[src/rtl/nes_input_pkg.sv]
// Shared constants for the NES controller-port read stage.
// Holds button bit positions, report lengths, the Four Score signature
// bytes (LSB is shifted out first) and the CPU data-bus bit positions
// used when merging pad and zapper lines.
package nes_input_pkg;

    // Button bit positions within a standard pad report.
    localparam int unsigned BTN_A      = 0;
    localparam int unsigned BTN_B      = 1;
    localparam int unsigned BTN_SELECT = 2;
    localparam int unsigned BTN_START  = 3;
    localparam int unsigned BTN_UP     = 4;
    localparam int unsigned BTN_DOWN   = 5;
    localparam int unsigned BTN_LEFT   = 6;
    localparam int unsigned BTN_RIGHT  = 7;

    // Serial report lengths.
    localparam int unsigned STD_REPORT_LEN = 8;
    localparam int unsigned FS_REPORT_LEN  = 24;

    // Four Score signature bytes sent after the second pad of each port.
    localparam logic [7:0] FS_SIG_P1 = 8'b0000_1000;
    localparam logic [7:0] FS_SIG_P2 = 8'b0000_0100;

    // Port data bit positions (D4..D0 bus slice).
    localparam int unsigned PORT_D0 = 0;
    localparam int unsigned PORT_D3 = 3;
    localparam int unsigned PORT_D4 = 4;

endpackage

[src/rtl/nes_pad_shifter.sv]
// Serial report shifter for one controller port.
// While strobe_i is high the register reloads from reload_i every cycle and
// the read counter clears. With strobe_i low, each read_i pulse shifts right
// by one (filling with 1) and advances a counter that saturates at ReportLen.
// Ports:
//   clk_i, reset_ni   clock, synchronous active-low reset
//   reload_i          parallel report, bit 0 shifted out first
//   strobe_i          reload enable (level)
//   read_i            one-cycle read pulse
//   serial_o          current LSB of the shift register
//   exhausted_o       all ReportLen bits have been read
module nes_pad_shifter #(
    parameter int unsigned ReportLen = 8
) (
    input  logic                 clk_i,
    input  logic                 reset_ni,
    input  logic [ReportLen-1:0] reload_i,
    input  logic                 strobe_i,
    input  logic                 read_i,
    output logic                 serial_o,
    output logic                 exhausted_o
);

    localparam int unsigned    CntW   = $clog2(ReportLen + 1);
    localparam logic [CntW-1:0] CntMax = CntW'(ReportLen);

    logic [ReportLen-1:0] shift_q, shift_d;
    logic [CntW-1:0]      cnt_q, cnt_d;

    always_comb begin
        shift_d = shift_q;
        cnt_d   = cnt_q;
        if (strobe_i) begin
            // Reload wins over any read pulse in the same cycle.
            shift_d = reload_i;
            cnt_d   = '0;
        end else if (read_i) begin
            shift_d = {1'b1, shift_q[ReportLen-1:1]};
            if (cnt_q != CntMax) begin
                cnt_d = cnt_q + 1'b1;
            end
        end
    end

    always_ff @(posedge clk_i) begin
        if (!reset_ni) begin
            shift_q <= '0;
            cnt_q   <= '0;
        end else begin
            shift_q <= shift_d;
            cnt_q   <= cnt_d;
        end
    end

    assign serial_o    = shift_q[0];
    assign exhausted_o = (cnt_q == CntMax);

endmodule

[src/rtl/nes_input_port.sv]
// Controller-port read stage: latches pad reports on the CPU strobe and
// serialises them one bit per $4016/$4017 read. Port 2 optionally carries
// the zapper, whose light/trigger lines appear on D3/D4 and which forces D0
// low.
// Build option: define NES_FOURSCORE_EN for 24-bit Four Score reports
// (adds joy3_buttons/joy4_buttons).
// Ports:
//   clk, reset_n                    clock, synchronous active-low reset
//   joypad_strobe                   $4016 bit 0 latch level
//   port1_read, port2_read          one-cycle read pulses
//   joy1_buttons, joy2_buttons      live pad buttons (bit 0 = A)
//   joy3_buttons, joy4_buttons      Four Score pads (option only)
//   zapper_enabled/light/trigger    zapper presence and lines on port 2
//   port1_data, port2_data          D4..D0 for the CPU read mux
module nes_input_port
    import nes_input_pkg::*;
#(
    parameter int unsigned PAD_BITS = STD_REPORT_LEN
) (
    input  logic                clk,
    input  logic                reset_n,
    input  logic                joypad_strobe,
    input  logic                port1_read,
    input  logic                port2_read,
    input  logic [PAD_BITS-1:0] joy1_buttons,
    input  logic [PAD_BITS-1:0] joy2_buttons,
`ifdef NES_FOURSCORE_EN
    input  logic [PAD_BITS-1:0] joy3_buttons,
    input  logic [PAD_BITS-1:0] joy4_buttons,
`endif
    input  logic                zapper_enabled,
    input  logic                zapper_light,
    input  logic                zapper_trigger,
    output logic [4:0]          port1_data,
    output logic [4:0]          port2_data
);

`ifdef NES_FOURSCORE_EN
    localparam int unsigned ReportLen = 2 * PAD_BITS + 8;
`else
    localparam int unsigned ReportLen = PAD_BITS;
`endif

    logic [ReportLen-1:0] reload1, reload2;

`ifdef NES_FOURSCORE_EN
    assign reload1 = {FS_SIG_P1, joy3_buttons, joy1_buttons};
    assign reload2 = {FS_SIG_P2, joy4_buttons, joy2_buttons};
`else
    assign reload1 = joy1_buttons;
    assign reload2 = joy2_buttons;
`endif

    logic p1_serial, p1_exhausted;
    logic p2_serial, p2_exhausted;

    nes_pad_shifter #(
        .ReportLen (ReportLen)
    ) u_shift_p1 (
        .clk_i       (clk),
        .reset_ni    (reset_n),
        .reload_i    (reload1),
        .strobe_i    (joypad_strobe),
        .read_i      (port1_read),
        .serial_o    (p1_serial),
        .exhausted_o (p1_exhausted)
    );

    nes_pad_shifter #(
        .ReportLen (ReportLen)
    ) u_shift_p2 (
        .clk_i       (clk),
        .reset_ni    (reset_n),
        .reload_i    (reload2),
        .strobe_i    (joypad_strobe),
        .read_i      (port2_read),
        .serial_o    (p2_serial),
        .exhausted_o (p2_exhausted)
    );

    // Zapper lines and presence are registered so a mid-report toggle
    // switches the port 2 view cleanly on the next cycle.
    logic zap_en_q, zap_light_q, zap_trig_q;

    always_ff @(posedge clk) begin
        if (!reset_n) begin
            zap_en_q    <= 1'b0;
            zap_light_q <= 1'b0;
            zap_trig_q  <= 1'b0;
        end else begin
            zap_en_q    <= zapper_enabled;
            zap_light_q <= zapper_light;
            zap_trig_q  <= zapper_trigger;
        end
    end

    always_comb begin
        port1_data          = '0;
        port1_data[PORT_D0] = p1_exhausted | p1_serial;

        port2_data = '0;
        if (zap_en_q) begin
            port2_data[PORT_D3] = zap_light_q;
            port2_data[PORT_D4] = zap_trig_q;
        end else begin
            port2_data[PORT_D0] = p2_exhausted | p2_serial;
        end
    end

endmodule
[config.mk]
export PLATFORM = sky130hd
export DESIGN_NAME = nes_input_port
export DESIGN_NICKNAME = d
export VERILOG_FILES = /design/src/rtl/nes_input_pkg.sv /design/src/rtl/nes_pad_shifter.sv /design/src/rtl/nes_input_port.sv
export SDC_FILE = /design/constraint.sdc
export NUM_CORES = 1
export LEC_CHECK = 0
export CAP_MARGIN = 15
export CORE_ASPECT_RATIO = 1.2
export CORE_MARGIN = 2
export CORE_UTILIZATION = 51
export CTS_CLUSTER_DIAMETER = 50
export DETAILED_ROUTE_END_ITERATION = 8
export PLACE_DENSITY = 0.84
export REMOVE_ABC_BUFFERS = 1
export SLEW_MARGIN = 20
export SYNTH_ARGS = -nofsm -noshare
export SYNTH_HDL_FRONTEND = slang
export SYNTH_SLANG_ARGS = --single-unit
[constraint.sdc]
create_clock -name clk -period 2.4 [get_ports clk]
set_clock_uncertainty 0.05 [all_clocks]
set_input_delay 0.48 -clock clk [delete_from_list [all_inputs] [get_ports clk]]
set_output_delay 0.48 -clock clk [all_outputs]
set_load 0.01 [all_outputs]
After elaboration in Yosys (flattened, before gate mapping):

Index checks and enable logic that the tools add are counted.

* add/sub/neg operators: 2
* equality and inequality tests: 4
* multiplexer cells: 6
* bitwise gates (word level): 3
* reduce and logical (&&, ||, !) cells: 5

Operator list (count)
* $mux W8: 4
* $add A4 B1 Y4 const B: 2
* $eq A4 B4 Y1 const B: 2
* $ne A4 B4 Y1 const B: 2
* $reduce_and A2 Y1: 2
* $reduce_bool A2 Y1: 2
* $mux W2: 1
* $or A1 B1 Y1: 2
* $reduce_or A2 Y1: 1
* $mux W1: 1
* $not A1 Y1: 1

* register bits after elaboration: 27
* bits of input ports: 24
* output and inout bits: 10
* word-level logic and storage cells: 27

Depth between registers and ports, before layout:

* depth after elaboration: 3
* depth in mapped cells: 5

Hierarchy:

Synthesis repeated with hierarchy kept, for this count alone.

* cell total of the unflattened synthesis: 147
* area, all modules: 1322.5 sq um

Modules (own cells, without submodules)
* nes_pad_shifter: instances 2, cells each 65, area each 581.8 sq um, seq. area each 240.2 sq um
* nes_input_port: instances 1, cells each 17, area each 158.9 sq um, seq. area each 60.1 sq um

Worst setup path before layout:

No wires, ideal clock.

* path type: reg2out
* start: reg u_shift_p2.cnt_q[0]
* end: out port2_data[0]
* arrival: 0.927 ns
* data required time: 1.870 ns
* slack: 0.943 ns
* stages on the path, launching flop included: 6
* buffers on the path: 0
* path through: dfxtp_1 > inv_1 > ha_1 > and3b_1 > nor2_1 > nor2_1

* cells in the longest elaborated chain, start to end: 3

Ends and longest elaborated chain
* start: declaration: line nes_pad_shifter.sv:28 `logic [CntW-1:0] cnt_q, cnt_d;`
* start signal: assignment: line nes_pad_shifter.sv:51 `cnt_q <= cnt_d;`
* $eq A4 B4 Y1: line nes_pad_shifter.sv:56 `assign exhausted_o = (cnt_q == CntMax);`
* $or A1 B1 Y1: line nes_input_port.sv:106 `port2_data[PORT_D0] = p2_exhausted | p2_serial;`
* $mux W1: line nes_input_port.sv:102 `if (zap_en_q) begin`
* end: declaration: line nes_input_port.sv:35 `output logic [4:0] port2_data`

No other way between the ends.

Worst setup path in the final report:

* start: reg u_shift_p1.cnt_q[0]
* end: out port1_data[0]

* cells in the longest elaborated chain, start to end: 2

Ends and longest elaborated chain
* start: declaration: line nes_pad_shifter.sv:28
* start signal: assignment: line nes_pad_shifter.sv:51
* $eq A4 B4 Y1: line nes_pad_shifter.sv:56
* $or A1 B1 Y1: line nes_input_port.sv:99 `port1_data[PORT_D0] = p1_exhausted | p1_serial;`
* end: declaration: line nes_input_port.sv:34 `output logic [4:0] port1_data,`

No other way between the ends.

==> metrics.txt <==
Cell Area, Synth ~1300 sq um; H-tree Lvls 1; Area contributors post-synth dfxtp_1 (41%), mux2i_1 (11%), and2_1 (9.0%), o21ai_0 (6.1%), nand2_1 (5.4%); Total Power around 0.79 mW; # setup viols final 0; fin crit share 92.76%; Final Max Slew Viols 0; Worst Tran Pin Value between 0.5 and 0.6 ns; RSZ-0062 raised after global routing false; die area 3005 sq um; vias in the first global route between 900 and 1000; clk sinks 27; Crit Path Max Fanout 4; Distinct cells, synth 28; Max Cap Viol 0; Worst Path Required ~1.9 ns; VDD IR max approximately 0.35 mV; Post-synth ARST share 0%; ant diodes 0; worst skew pair latency just over 0.3 ns; Reg clk slew, reported paths about 0.13 ns; Max-slew headroom between 60% and 70%; CP startpoint kind flip-flop; Final nets 205; total CTS buffers 3; Site Rows 20; placer congestion estimate approximately 0.72; outcome finished, final reports clean; Post-synth top cells dfxtp_1 (27), and2_1 (19), nand2_1 (19), o21ai_0 (16), mux2i_1 (14); synthesized instance count 150; Remaining DRCs 0; I/O Buffers 27; post-synthesis average cell area roughly 9 sq um; TritonRoute pass-1 iters 4; Core ar. approximately 2500 sq um; pin count of the biggest net entering global routing 28; vias per std cell about 5.0; area share of the largest cell type after synthesis approximately two fifths; DRT iter0 DRCs 6; critical path class reg2out; first-pass GRT wire length about 4 mm; Synth area leader dfxtp_1; ys flop type dfxtp_1; DRT Wirelength around 2.4 mm; Starting Density between 50% and 60%; Seq/Total Area, Yosys just over 40%; CTS tree yes; PD cells 488.2 nW/um^2; vias after detailed routing between 1000 and 1500; Avg WL per Cell about 11 microns; Hold WC Path Type reg2reg; Final Hold Fails 0; Routed Antenna Nets 0; fraction of layout cells with a size suffix above 1 under 10%; antenna violations before repair 0; Worst EP arrival about 1.7 ns; FF+latch count, synth 27; Top Ports 34; Post-synth EDFFs 0; Root Buffer clkbuf_4; min Tclk post-route around 2.2 ns; Tot GR Track Use ~17%; Leakage roughly 0.7 nW; Area Overhead vs Synth 23.29%; setup TNS 0 ns; die span in y about 60 microns; hold buffer count at cts 0; achievable frequency roughly 0.45 GHz; crit end category primary output; Max Buffers Root-to-Sink 2; DP Wirelength approximately 1.8 mm; Yosys warnings 0; count leader, synth dfxtp_1; GRT overflow 0; Die W a little over 50 microns
[area by class of cell]
type / count / area (sq um)
clock buffer: 4 / 26.28
tap: 33 / 41.29
inverter: 5 / 18.77
sequential: 27 / 540.5
fill: 225 / 879.6
multi-input combinational: 108 / 685.7
timing repair buffer: 32 / 310.3
[critical path: stages (launching register included)]
cell and delay, ns:
dfxtp_1 0.36, inv_1 0.09, ha_1 0.15, nand3b_1 0.14, nand2b_1 0.10, clkdlybuf4s50_1 0.54
[metrics by stage]
stage                     hold slack (ns)  utilization [%]  std cells  cell area (sq um)  setup WS [ns]
after global routing               0.5032            64.85        209               1623        0.06916
after CTS                          0.4625            64.10        207               1604        0.02673
after detailed placement           0.4441            63.05        203               1578         0.3528
after floorplan                    0.4031                -        140               1244         0.9428
after global placement             0.4183            63.05        203               1578         0.4108
final                              0.4656            64.85        209               1623         0.1737
[report_power, final]
group | switching (mW) | leakage (nW) | internal, mW | total (mW)
Combinational | 0.0517 | 0.463 | 0.0720 | 0.124
Sequential | 0.0112 | 0.222 | 0.470 | 0.481
Clock | 0.123 | 0.0150 | 0.0648 | 0.188
Total | 0.186 | 0.700 | 0.606 | 0.792
[path summary, 6_finish.rpt]
path	startpoint	to	slack [ns]	depth (start not counted)
setup reg to reg	u_shift_p1.cnt_q[0]	u_shift_p1.cnt_q[2]	0.88	6
hold reg to reg	u_shift_p1.cnt_q[2]	u_shift_p1.cnt_q[2]	0.47	2
setup / recovery	u_shift_p1.cnt_q[0]	port1_data[0]	0.17	5
hold / removal	u_shift_p1.cnt_q[2]	u_shift_p1.cnt_q[2]	0.47	2
[placed cells by master, fill, tap and decap left out, drive strengths merged, types with 5 or more instances in the layout]
master and instances:
dfxtp 27, clkdlybuf4s50 26, and2 19, nand2 19, o21ai 16, mux2i 14
conb 6, inv 5, buf 5
[repair_timing]
item                                    CTS  global route
resized for setup                         0             2
setup buffers                             0             2
endpoints found under the setup margin    0             2
[per-layer routing]
metal  GRT usage (%)  vias up  wire length, microns
li1                -      541                     -
met1           20.60      486                  1023
met2           30.83       18                  1245
met3           1.500        2                    58
met4           7.336        0                    24
met5               0        -                     0
[sequential cells by signal, summed over array words and instances, names as in the netlist]
register	count
zap_en_q	1
u_shift_p2.shift_q	8
zap_light_q	1
u_shift_p2.cnt_q	4
u_shift_p1.shift_q	8
zap_trig_q	1
u_shift_p1.cnt_q	4
[kinds of logic after synthesis]
family                     Yosys count  share of synthesized area (%)
and+or+nand+nor                     57                          23.10
DFF                                 27                          41.06
AOI/OAI and AO/OA                   25                          11.41
buffers and inverters               20                          8.365
muxes                               14                          10.65
adders and majority gates            4                          3.802
xor gates and xnor gates             2                          1.331
other                                1                         0.2849
No activity file was read; power rests on OpenSTA's default activity.
